[src/rtl/arith_arb_if.sv]
// Bundle between two requesters, the arbiter and the shared arith unit.
// The arbiter connects through the slave modport; the surrounding environment
// (requesters and arith unit) connects through the master modport.
interface arith_arb_if #(
    parameter int unsigned WIDTH = 32,
    parameter int unsigned CNT_W = 16
);
    logic             req0_valid_i;
    logic             req1_valid_i;
    logic             req0_ready_o;
    logic             req1_ready_o;
    logic [2:0]       req0_funct_i;
    logic [2:0]       req1_funct_i;
    logic [WIDTH-1:0] req0_op1_i;
    logic [WIDTH-1:0] req1_op1_i;
    logic [WIDTH-1:0] req0_op2_i;
    logic [WIDTH-1:0] req1_op2_i;
    logic             rsp0_valid_o;
    logic             rsp1_valid_o;
    logic             rsp0_ready_i;
    logic             rsp1_ready_i;
    logic [WIDTH-1:0] rsp0_res_o;
    logic [WIDTH-1:0] rsp1_res_o;
    logic [2:0]       arith_funct_o;
    logic [WIDTH-1:0] arith_op1_o;
    logic [WIDTH-1:0] arith_op2_o;
    logic [WIDTH-1:0] arith_res_i;
    logic [CNT_W-1:0] ops_cnt_o;

    modport slave (
        input  req0_valid_i, req1_valid_i,
        input  req0_funct_i, req1_funct_i,
        input  req0_op1_i, req1_op1_i, req0_op2_i, req1_op2_i,
        input  rsp0_ready_i, rsp1_ready_i,
        input  arith_res_i,
        output req0_ready_o, req1_ready_o,
        output rsp0_valid_o, rsp1_valid_o,
        output rsp0_res_o, rsp1_res_o,
        output arith_funct_o, arith_op1_o, arith_op2_o,
        output ops_cnt_o
    );

    modport master (
        output req0_valid_i, req1_valid_i,
        output req0_funct_i, req1_funct_i,
        output req0_op1_i, req1_op1_i, req0_op2_i, req1_op2_i,
        output rsp0_ready_i, rsp1_ready_i,
        output arith_res_i,
        input  req0_ready_o, req1_ready_o,
        input  rsp0_valid_o, rsp1_valid_o,
        input  rsp0_res_o, rsp1_res_o,
        input  arith_funct_o, arith_op1_o, arith_op2_o,
        input  ops_cnt_o
    );
endinterface

[src/rtl/arith_arb.sv]
// Round-robin arbiter sharing one combinational arith unit between two
// requesters. Each requester owns a one-deep result slot; a request is only
// accepted when its slot is free or being drained in the same cycle.
module arith_arb #(
    parameter int unsigned WIDTH = 32,
    parameter int unsigned CNT_W = 16
) (
    input logic        clk_i,
    input logic        rst_n_i,
    arith_arb_if.slave bus
);

    logic             elig0, elig1;
    logic             gnt0, gnt1;
    logic             ptr_q, ptr_d;
    logic             rsp0_valid_q, rsp0_valid_d;
    logic             rsp1_valid_q, rsp1_valid_d;
    logic [WIDTH-1:0] rsp0_res_q, rsp0_res_d;
    logic [WIDTH-1:0] rsp1_res_q, rsp1_res_d;
    logic [CNT_W-1:0] cnt_q, cnt_d;

    // Eligibility and grant; grants are gated by reset so ready stays low while held.
    always_comb begin
        elig0 = bus.req0_valid_i & (~rsp0_valid_q | bus.rsp0_ready_i);
        elig1 = bus.req1_valid_i & (~rsp1_valid_q | bus.rsp1_ready_i);
        gnt0  = rst_n_i & elig0 & (~elig1 | ~ptr_q);
        gnt1  = rst_n_i & elig1 & (~elig0 | ptr_q);
    end

    // Operand mux to the shared unit; requester 0 is the idle default.
    always_comb begin
        if (gnt1) begin
            bus.arith_funct_o = bus.req1_funct_i;
            bus.arith_op1_o   = bus.req1_op1_i;
            bus.arith_op2_o   = bus.req1_op2_i;
        end else begin
            bus.arith_funct_o = bus.req0_funct_i;
            bus.arith_op1_o   = bus.req0_op1_i;
            bus.arith_op2_o   = bus.req0_op2_i;
        end
    end

    // Next state: pointer, result slots and operation counter.
    always_comb begin
        ptr_d        = ptr_q;
        rsp0_valid_d = rsp0_valid_q;
        rsp1_valid_d = rsp1_valid_q;
        rsp0_res_d   = rsp0_res_q;
        rsp1_res_d   = rsp1_res_q;
        cnt_d        = cnt_q;

        if (gnt0) begin
            ptr_d = 1'b1;
        end else if (gnt1) begin
            ptr_d = 1'b0;
        end

        // A grant in the same cycle as a drain refills the slot, so valid stays high.
        if (gnt0) begin
            rsp0_valid_d = 1'b1;
            rsp0_res_d   = bus.arith_res_i;
        end else if (bus.rsp0_ready_i) begin
            rsp0_valid_d = 1'b0;
        end

        if (gnt1) begin
            rsp1_valid_d = 1'b1;
            rsp1_res_d   = bus.arith_res_i;
        end else if (bus.rsp1_ready_i) begin
            rsp1_valid_d = 1'b0;
        end

        if (gnt0 | gnt1) begin
            cnt_d = cnt_q + CNT_W'(1);
        end
    end

    // State registers with asynchronous active-low clear.
    always_ff @(posedge clk_i or negedge rst_n_i) begin
        if (!rst_n_i) begin
            ptr_q        <= 1'b0;
            rsp0_valid_q <= 1'b0;
            rsp1_valid_q <= 1'b0;
            rsp0_res_q   <= '0;
            rsp1_res_q   <= '0;
            cnt_q        <= '0;
        end else begin
            ptr_q        <= ptr_d;
            rsp0_valid_q <= rsp0_valid_d;
            rsp1_valid_q <= rsp1_valid_d;
            rsp0_res_q   <= rsp0_res_d;
            rsp1_res_q   <= rsp1_res_d;
            cnt_q        <= cnt_d;
        end
    end

    // Output drive.
    always_comb begin
        bus.req0_ready_o = gnt0;
        bus.req1_ready_o = gnt1;
        bus.rsp0_valid_o = rsp0_valid_q;
        bus.rsp1_valid_o = rsp1_valid_q;
        bus.rsp0_res_o   = rsp0_res_q;
        bus.rsp1_res_o   = rsp1_res_q;
        bus.ops_cnt_o    = cnt_q;
    end

endmodule
[src/flat_wrapper.sv]
// flat-port wrapper written by rule: the top's interface ports become plain ports
module arith_arb_flat 
#(
    parameter int unsigned WIDTH = 32,
    parameter int unsigned CNT_W = 16
)
  (clk_i, rst_n_i, bus_req0_valid_i, bus_req1_valid_i, bus_req0_funct_i, bus_req1_funct_i, bus_req0_op1_i, bus_req1_op1_i, bus_req0_op2_i, bus_req1_op2_i, bus_rsp0_ready_i, bus_rsp1_ready_i, bus_arith_res_i, bus_req0_ready_o, bus_req1_ready_o, bus_rsp0_valid_o, bus_rsp1_valid_o, bus_rsp0_res_o, bus_rsp1_res_o, bus_arith_funct_o, bus_arith_op1_o, bus_arith_op2_o, bus_ops_cnt_o);
  arith_arb_if #(.WIDTH(WIDTH), .CNT_W(CNT_W)) bus_i ();
  input logic clk_i;
  input logic rst_n_i;
  input wire logic [$bits(bus_i.req0_valid_i)-1:0] bus_req0_valid_i;
  input wire logic [$bits(bus_i.req1_valid_i)-1:0] bus_req1_valid_i;
  input wire logic [$bits(bus_i.req0_funct_i)-1:0] bus_req0_funct_i;
  input wire logic [$bits(bus_i.req1_funct_i)-1:0] bus_req1_funct_i;
  input wire logic [$bits(bus_i.req0_op1_i)-1:0] bus_req0_op1_i;
  input wire logic [$bits(bus_i.req1_op1_i)-1:0] bus_req1_op1_i;
  input wire logic [$bits(bus_i.req0_op2_i)-1:0] bus_req0_op2_i;
  input wire logic [$bits(bus_i.req1_op2_i)-1:0] bus_req1_op2_i;
  input wire logic [$bits(bus_i.rsp0_ready_i)-1:0] bus_rsp0_ready_i;
  input wire logic [$bits(bus_i.rsp1_ready_i)-1:0] bus_rsp1_ready_i;
  input wire logic [$bits(bus_i.arith_res_i)-1:0] bus_arith_res_i;
  output wire logic [$bits(bus_i.req0_ready_o)-1:0] bus_req0_ready_o;
  output wire logic [$bits(bus_i.req1_ready_o)-1:0] bus_req1_ready_o;
  output wire logic [$bits(bus_i.rsp0_valid_o)-1:0] bus_rsp0_valid_o;
  output wire logic [$bits(bus_i.rsp1_valid_o)-1:0] bus_rsp1_valid_o;
  output wire logic [$bits(bus_i.rsp0_res_o)-1:0] bus_rsp0_res_o;
  output wire logic [$bits(bus_i.rsp1_res_o)-1:0] bus_rsp1_res_o;
  output wire logic [$bits(bus_i.arith_funct_o)-1:0] bus_arith_funct_o;
  output wire logic [$bits(bus_i.arith_op1_o)-1:0] bus_arith_op1_o;
  output wire logic [$bits(bus_i.arith_op2_o)-1:0] bus_arith_op2_o;
  output wire logic [$bits(bus_i.ops_cnt_o)-1:0] bus_ops_cnt_o;
  assign bus_i.req0_valid_i = bus_req0_valid_i;
  assign bus_i.req1_valid_i = bus_req1_valid_i;
  assign bus_i.req0_funct_i = bus_req0_funct_i;
  assign bus_i.req1_funct_i = bus_req1_funct_i;
  assign bus_i.req0_op1_i = bus_req0_op1_i;
  assign bus_i.req1_op1_i = bus_req1_op1_i;
  assign bus_i.req0_op2_i = bus_req0_op2_i;
  assign bus_i.req1_op2_i = bus_req1_op2_i;
  assign bus_i.rsp0_ready_i = bus_rsp0_ready_i;
  assign bus_i.rsp1_ready_i = bus_rsp1_ready_i;
  assign bus_i.arith_res_i = bus_arith_res_i;
  assign bus_req0_ready_o = bus_i.req0_ready_o;
  assign bus_req1_ready_o = bus_i.req1_ready_o;
  assign bus_rsp0_valid_o = bus_i.rsp0_valid_o;
  assign bus_rsp1_valid_o = bus_i.rsp1_valid_o;
  assign bus_rsp0_res_o = bus_i.rsp0_res_o;
  assign bus_rsp1_res_o = bus_i.rsp1_res_o;
  assign bus_arith_funct_o = bus_i.arith_funct_o;
  assign bus_arith_op1_o = bus_i.arith_op1_o;
  assign bus_arith_op2_o = bus_i.arith_op2_o;
  assign bus_ops_cnt_o = bus_i.ops_cnt_o;
  arith_arb #(.WIDTH(WIDTH), .CNT_W(CNT_W)) u_core (.clk_i(clk_i), .rst_n_i(rst_n_i), .bus(bus_i));
endmodule
[config.mk]
export PLATFORM = sky130hd
export DESIGN_NAME = arith_arb_flat
export DESIGN_NICKNAME = d
export VERILOG_FILES = /design/src/rtl/arith_arb_if.sv /design/src/rtl/arith_arb.sv /design/src/flat_wrapper.sv
export SDC_FILE = /design/constraint.sdc
export NUM_CORES = 1
export LEC_CHECK = 0
export BUFFER_PORTS_ARGS = -buffer_cell sky130_fd_sc_hd__buf_2
export CAP_MARGIN = 20
export CORE_AREA = 4 4 124 126
export CTS_BUF_LIST = sky130_fd_sc_hd__clkbuf_8
export DETAILED_ROUTE_END_ITERATION = 7
export DIE_AREA = 0 0 128 130
export PLACE_DENSITY_LB_ADDON = 0.3
export SYNTH_ARGS = -nofsm -noshare
export SYNTH_HDL_FRONTEND = slang
export SYNTH_SLANG_ARGS = --single-unit
[constraint.sdc]
create_clock -name clk_i -period 1.5 [get_ports clk_i]
set_input_delay 0.075 -clock clk_i [delete_from_list [all_inputs] [get_ports clk_i]]
set_output_delay 0.075 -clock clk_i [all_outputs]
set_load 0.05 [all_outputs]
==> results_dict.tcl <==
set metrics [dict create \
    synthXorXnorAreaFrac 0.02951 \
    whs_endpoint "u_core.bus.rsp1_valid_o$_DFFE_PN0P_" \
    overflow 0 \
    worst-setup-path-type "flop to primary output" \
    numCtsBuffers 9 \
    fp.dieArea_um2 16640 \
    synth_top_area_share 0.4666 \
    die_y_um 130 \
    synthSimpleGateAreaFrac 0.04862 \
    synth-edff-count 0 \
    syn_nets 460 \
    core_area_um2 14310 \
    clk-insertion-delay-late_ns 0.36 \
    vias 3896 \
    fin_nets 847 \
    crit_path_top_delay_cell "dfrtp_2" \
    dp_cells 796 \
    ys_seq_elements 83 \
    cp_data_required_time_ns 1.42 \
    path_cells "nand2b_4, and3_4, o21ai_4, buf_12, buf_16, mux2_4, buf_6" \
    finalWorstSetupSlack_ns -0.5070 \
    synthAdderAreaFrac 0.002811 \
    ff2ff_path_depth 11 \
    synth_top_area_cell "dfrtp_1" \
    skew_ns 0.009021 \
    clock_sinks 83 \
    wl_met2_um 8824 \
    drive_gt1_frac 0.7747 \
    critPathArrivalTime_ns 1.93 \
    synth_top_family_by_area "multiplexers" \
    wl_met1_um 6362 \
    relSlewSlack 0.4262 \
    crit_fanout 19 \
    via_per_inst 4.504 \
    fin_crit_ns 2.007 \
    setup_viol 133 \
    gp_congestion 0.7587 \
    synthesis.area_um2 4452 \
    die_x_um 128 \
    period_share 1.338 \
    failed_checks "negative setup slack" \
    cp-start-kind "flop" \
    cts_tree "built" \
    grt_pass1_vias 4248 \
    drtIter0Drc 112 \
    synth.distinct_cells 28 \
    first_pass_iters 4 \
    ys_warn_count 0 \
    drc 0 \
    synth_compound_area_frac 0.008432 \
    io_buffer_count 322 \
    avgSynthCellArea_um2 15.51 \
    synth_cells 287 \
    synth_flop_cell "dfrtp_1" \
    rows 44 \
    clockBufferDepth 2 \
    r2r_end "u_core.bus.rsp1_res_o[10]$_DFFE_PN0P_" \
    ys_top_cells_by_count "dfrtp_1 (83), mux2_4 (79), mux2_2 (53)" \
    power_leakage_nw 4.208 \
    ant_nets 0 \
    ctsRootBufferMaster "clkbuf_8" \
    wirelength_um 16840 \
    grtUsageTotal 0.1917 \
    min_path_type "input pin to flop" \
    wl_per_cell_um 19.47 \
    start_util 0.3110 \
    dp_hpwl_um 12120 \
    status "finished, violations left" \
    final.fill_count 1229 \
    tightest_slew_ns 0.8608 \
    synthArstFlopShare 1.000 \
    synth.most_common_cell "dfrtp_1" \
    hp-start "bus_rsp1_ready_i" \
    hold_ws_ns 0.06755 \
    dr_wl_met3_um 1486 \
    path_clk_slew_ns 0.08 \
    r2r_slack_ns -0.44 \
    grt_max_degree 69 \
    yosys-top-cells-area "dfrtp_1 (47%), mux2_4 (27%), mux2_2 (13%)" \
    antenna_found_initial 2 \
    ios 323 \
    irDropWorstVdd_mv 1.183 \
    hold_viol_final 0 \
    area_growth_pct 76.95 \
    endpoint_kind "primary output" \
    grt_pass1_wl_um 24350 \
    pre_cts_ws_ns -0.2403 \
    fin_cells 865 \
    ys_seq_area_frac 0.4666 \
    min_path_cells 4 \
    drv_slew 0 \
    reg2reg_from "u_core.bus.rsp1_valid_o$_DFFE_PN0P_" \
    htreeDepth 3 \
    maxCapViolCount 0 \
    top_layer "met5" \
    timing.critical_path.slowest_cell_delay_ns 0.43 \
    synth.area.mux_share 0.4005 \
    rsz0062_at_grt "yes" \
    p_per_area_nw_per_um2 1288 \
    fmax_ghz 0.4983 \
]
how the worst max path moves through the flow:
stage	startpoint	to	slack, ns	depth (start not counted)
floorplan	u_core.bus.rsp0_valid_o$_DFFE_PN0P_	bus_arith_funct_o[0]	-0.18	6
global placement	u_core.bus.rsp0_valid_o$_DFFE_PN0P_	bus_arith_op2_o[8]	-0.19	6
detailed placement	u_core.bus.rsp0_valid_o$_DFFE_PN0P_	bus_arith_op2_o[15]	-0.24	6
CTS	u_core.bus.rsp1_valid_o$_DFFE_PN0P_	bus_arith_op2_o[16]	-0.52	7
global route	u_core.bus.rsp1_valid_o$_DFFE_PN0P_	bus_arith_op1_o[30]	-0.57	7
finish	u_core.bus.rsp1_valid_o$_DFFE_PN0P_	bus_arith_op1_o[7]	-0.51	7
placed cells by master (no fill, tap or decap), types with 2 or more instances in the layout:
master           n
mux2_4         129
buf_6           66
dfrtp_1         73
nand2_1          3
dfrtp_2         10
and3_1           3
mux2_2           3
buf_12          11
dlygate4sd3_1   33
and3_4           2
buf_4           15
xnor2_1         14
nand4_1          8
clkbuf_8         9
and2_1           3
nand2b_4         2
buf_8           10
and4_1           3
clkinv_2         3
nand3_1          4
inv_1            3
buf_16           6
diode_2          2
buf_2          252
power by group:
| group | switching, mW | internal [mW] | total (mW) |
|---|---|---|---|
| clock network | 0.815 | 0.583 | 1.40 |
| logic | 3.56 | 2.08 | 5.64 |
| registers | 0.329 | 2.78 | 3.10 |
| total | 4.70 | 5.44 | 10.1 |
kinds of logic after synthesis:
kind of cell / count (synthesis)
muxes: 132
AOI/OAI and AO/OA: 4
adders and majority gates: 1
buffers and inverters: 19
and+or+nand+nor: 33
DFF: 83
xor gates and xnor gates: 15
stage by stage:
step	TNS, ns	area (um2)	power, mW	utilization
2_1_floorplan	-17.75	4666	6.917	-
3_3_place_gp	-14.94	6521	8.181	0.4556
3_5_place_dp	-17.86	6521	8.241	0.4556
4_1_cts	-44.86	7839	10.23	0.5476
5_1_grt	-51.20	7875	10.60	0.5502
6_report	-43.29	7878	10.15	0.5504
repair_timing:
item	in CTS	in global routing
resized for setup	176	12
endpoints found under the hold margin	147	0
pin swaps	2	1
hold buffers	33	0
setup endpoints to repair	132	144
setup buffers	15	4
cloned	5	0
registers in the layout, indices dropped and copies added, names as in the netlist:
name / flops
u_core.bus.rsp0_valid_o: 1
u_core.bus.rsp1_res_o: 32
u_core.bus.rsp1_valid_o: 1
u_core.ptr_q: 1
u_core.bus.ops_cnt_o: 16
u_core.bus.rsp0_res_o: 32
per-layer routing:
metal | up-vias | global-route usage
li1 | 1811 | -
met1 | 1915 | 0.2247
met2 | 157 | 0.3370
met3 | 11 | 0.06795
met4 | 2 | 0.04619
met5 | - | 0
critical path: cells and delay by family, from the launching register on:
family / cells / cell delay [ns]
DFF: 1 / 0.43
muxes: 1 / 0.32
buffers and inverters: 3 / 0.48
AOI/OAI and AO/OA: 1 / 0.06
and+or+nand+nor: 2 / 0.26
cell type report:
type / count / area [um2] / area share
Antenna cell: 2 / 5.005 / 0.0006353
Clock buffer: 9 / 123.9 / 0.01572
Clock inverter: 7 / 38.79 / 0.004924
Inverter: 2 / 15.01 / 0.001906
Multi-Input combinational cell: 185 / 2392 / 0.3037
Sequential cell: 83 / 2090 / 0.2652
Tap cell: 184 / 230.2 / 0.02922
Timing Repair Buffer: 393 / 2983 / 0.3787
(Power assumes the default switching activity.)
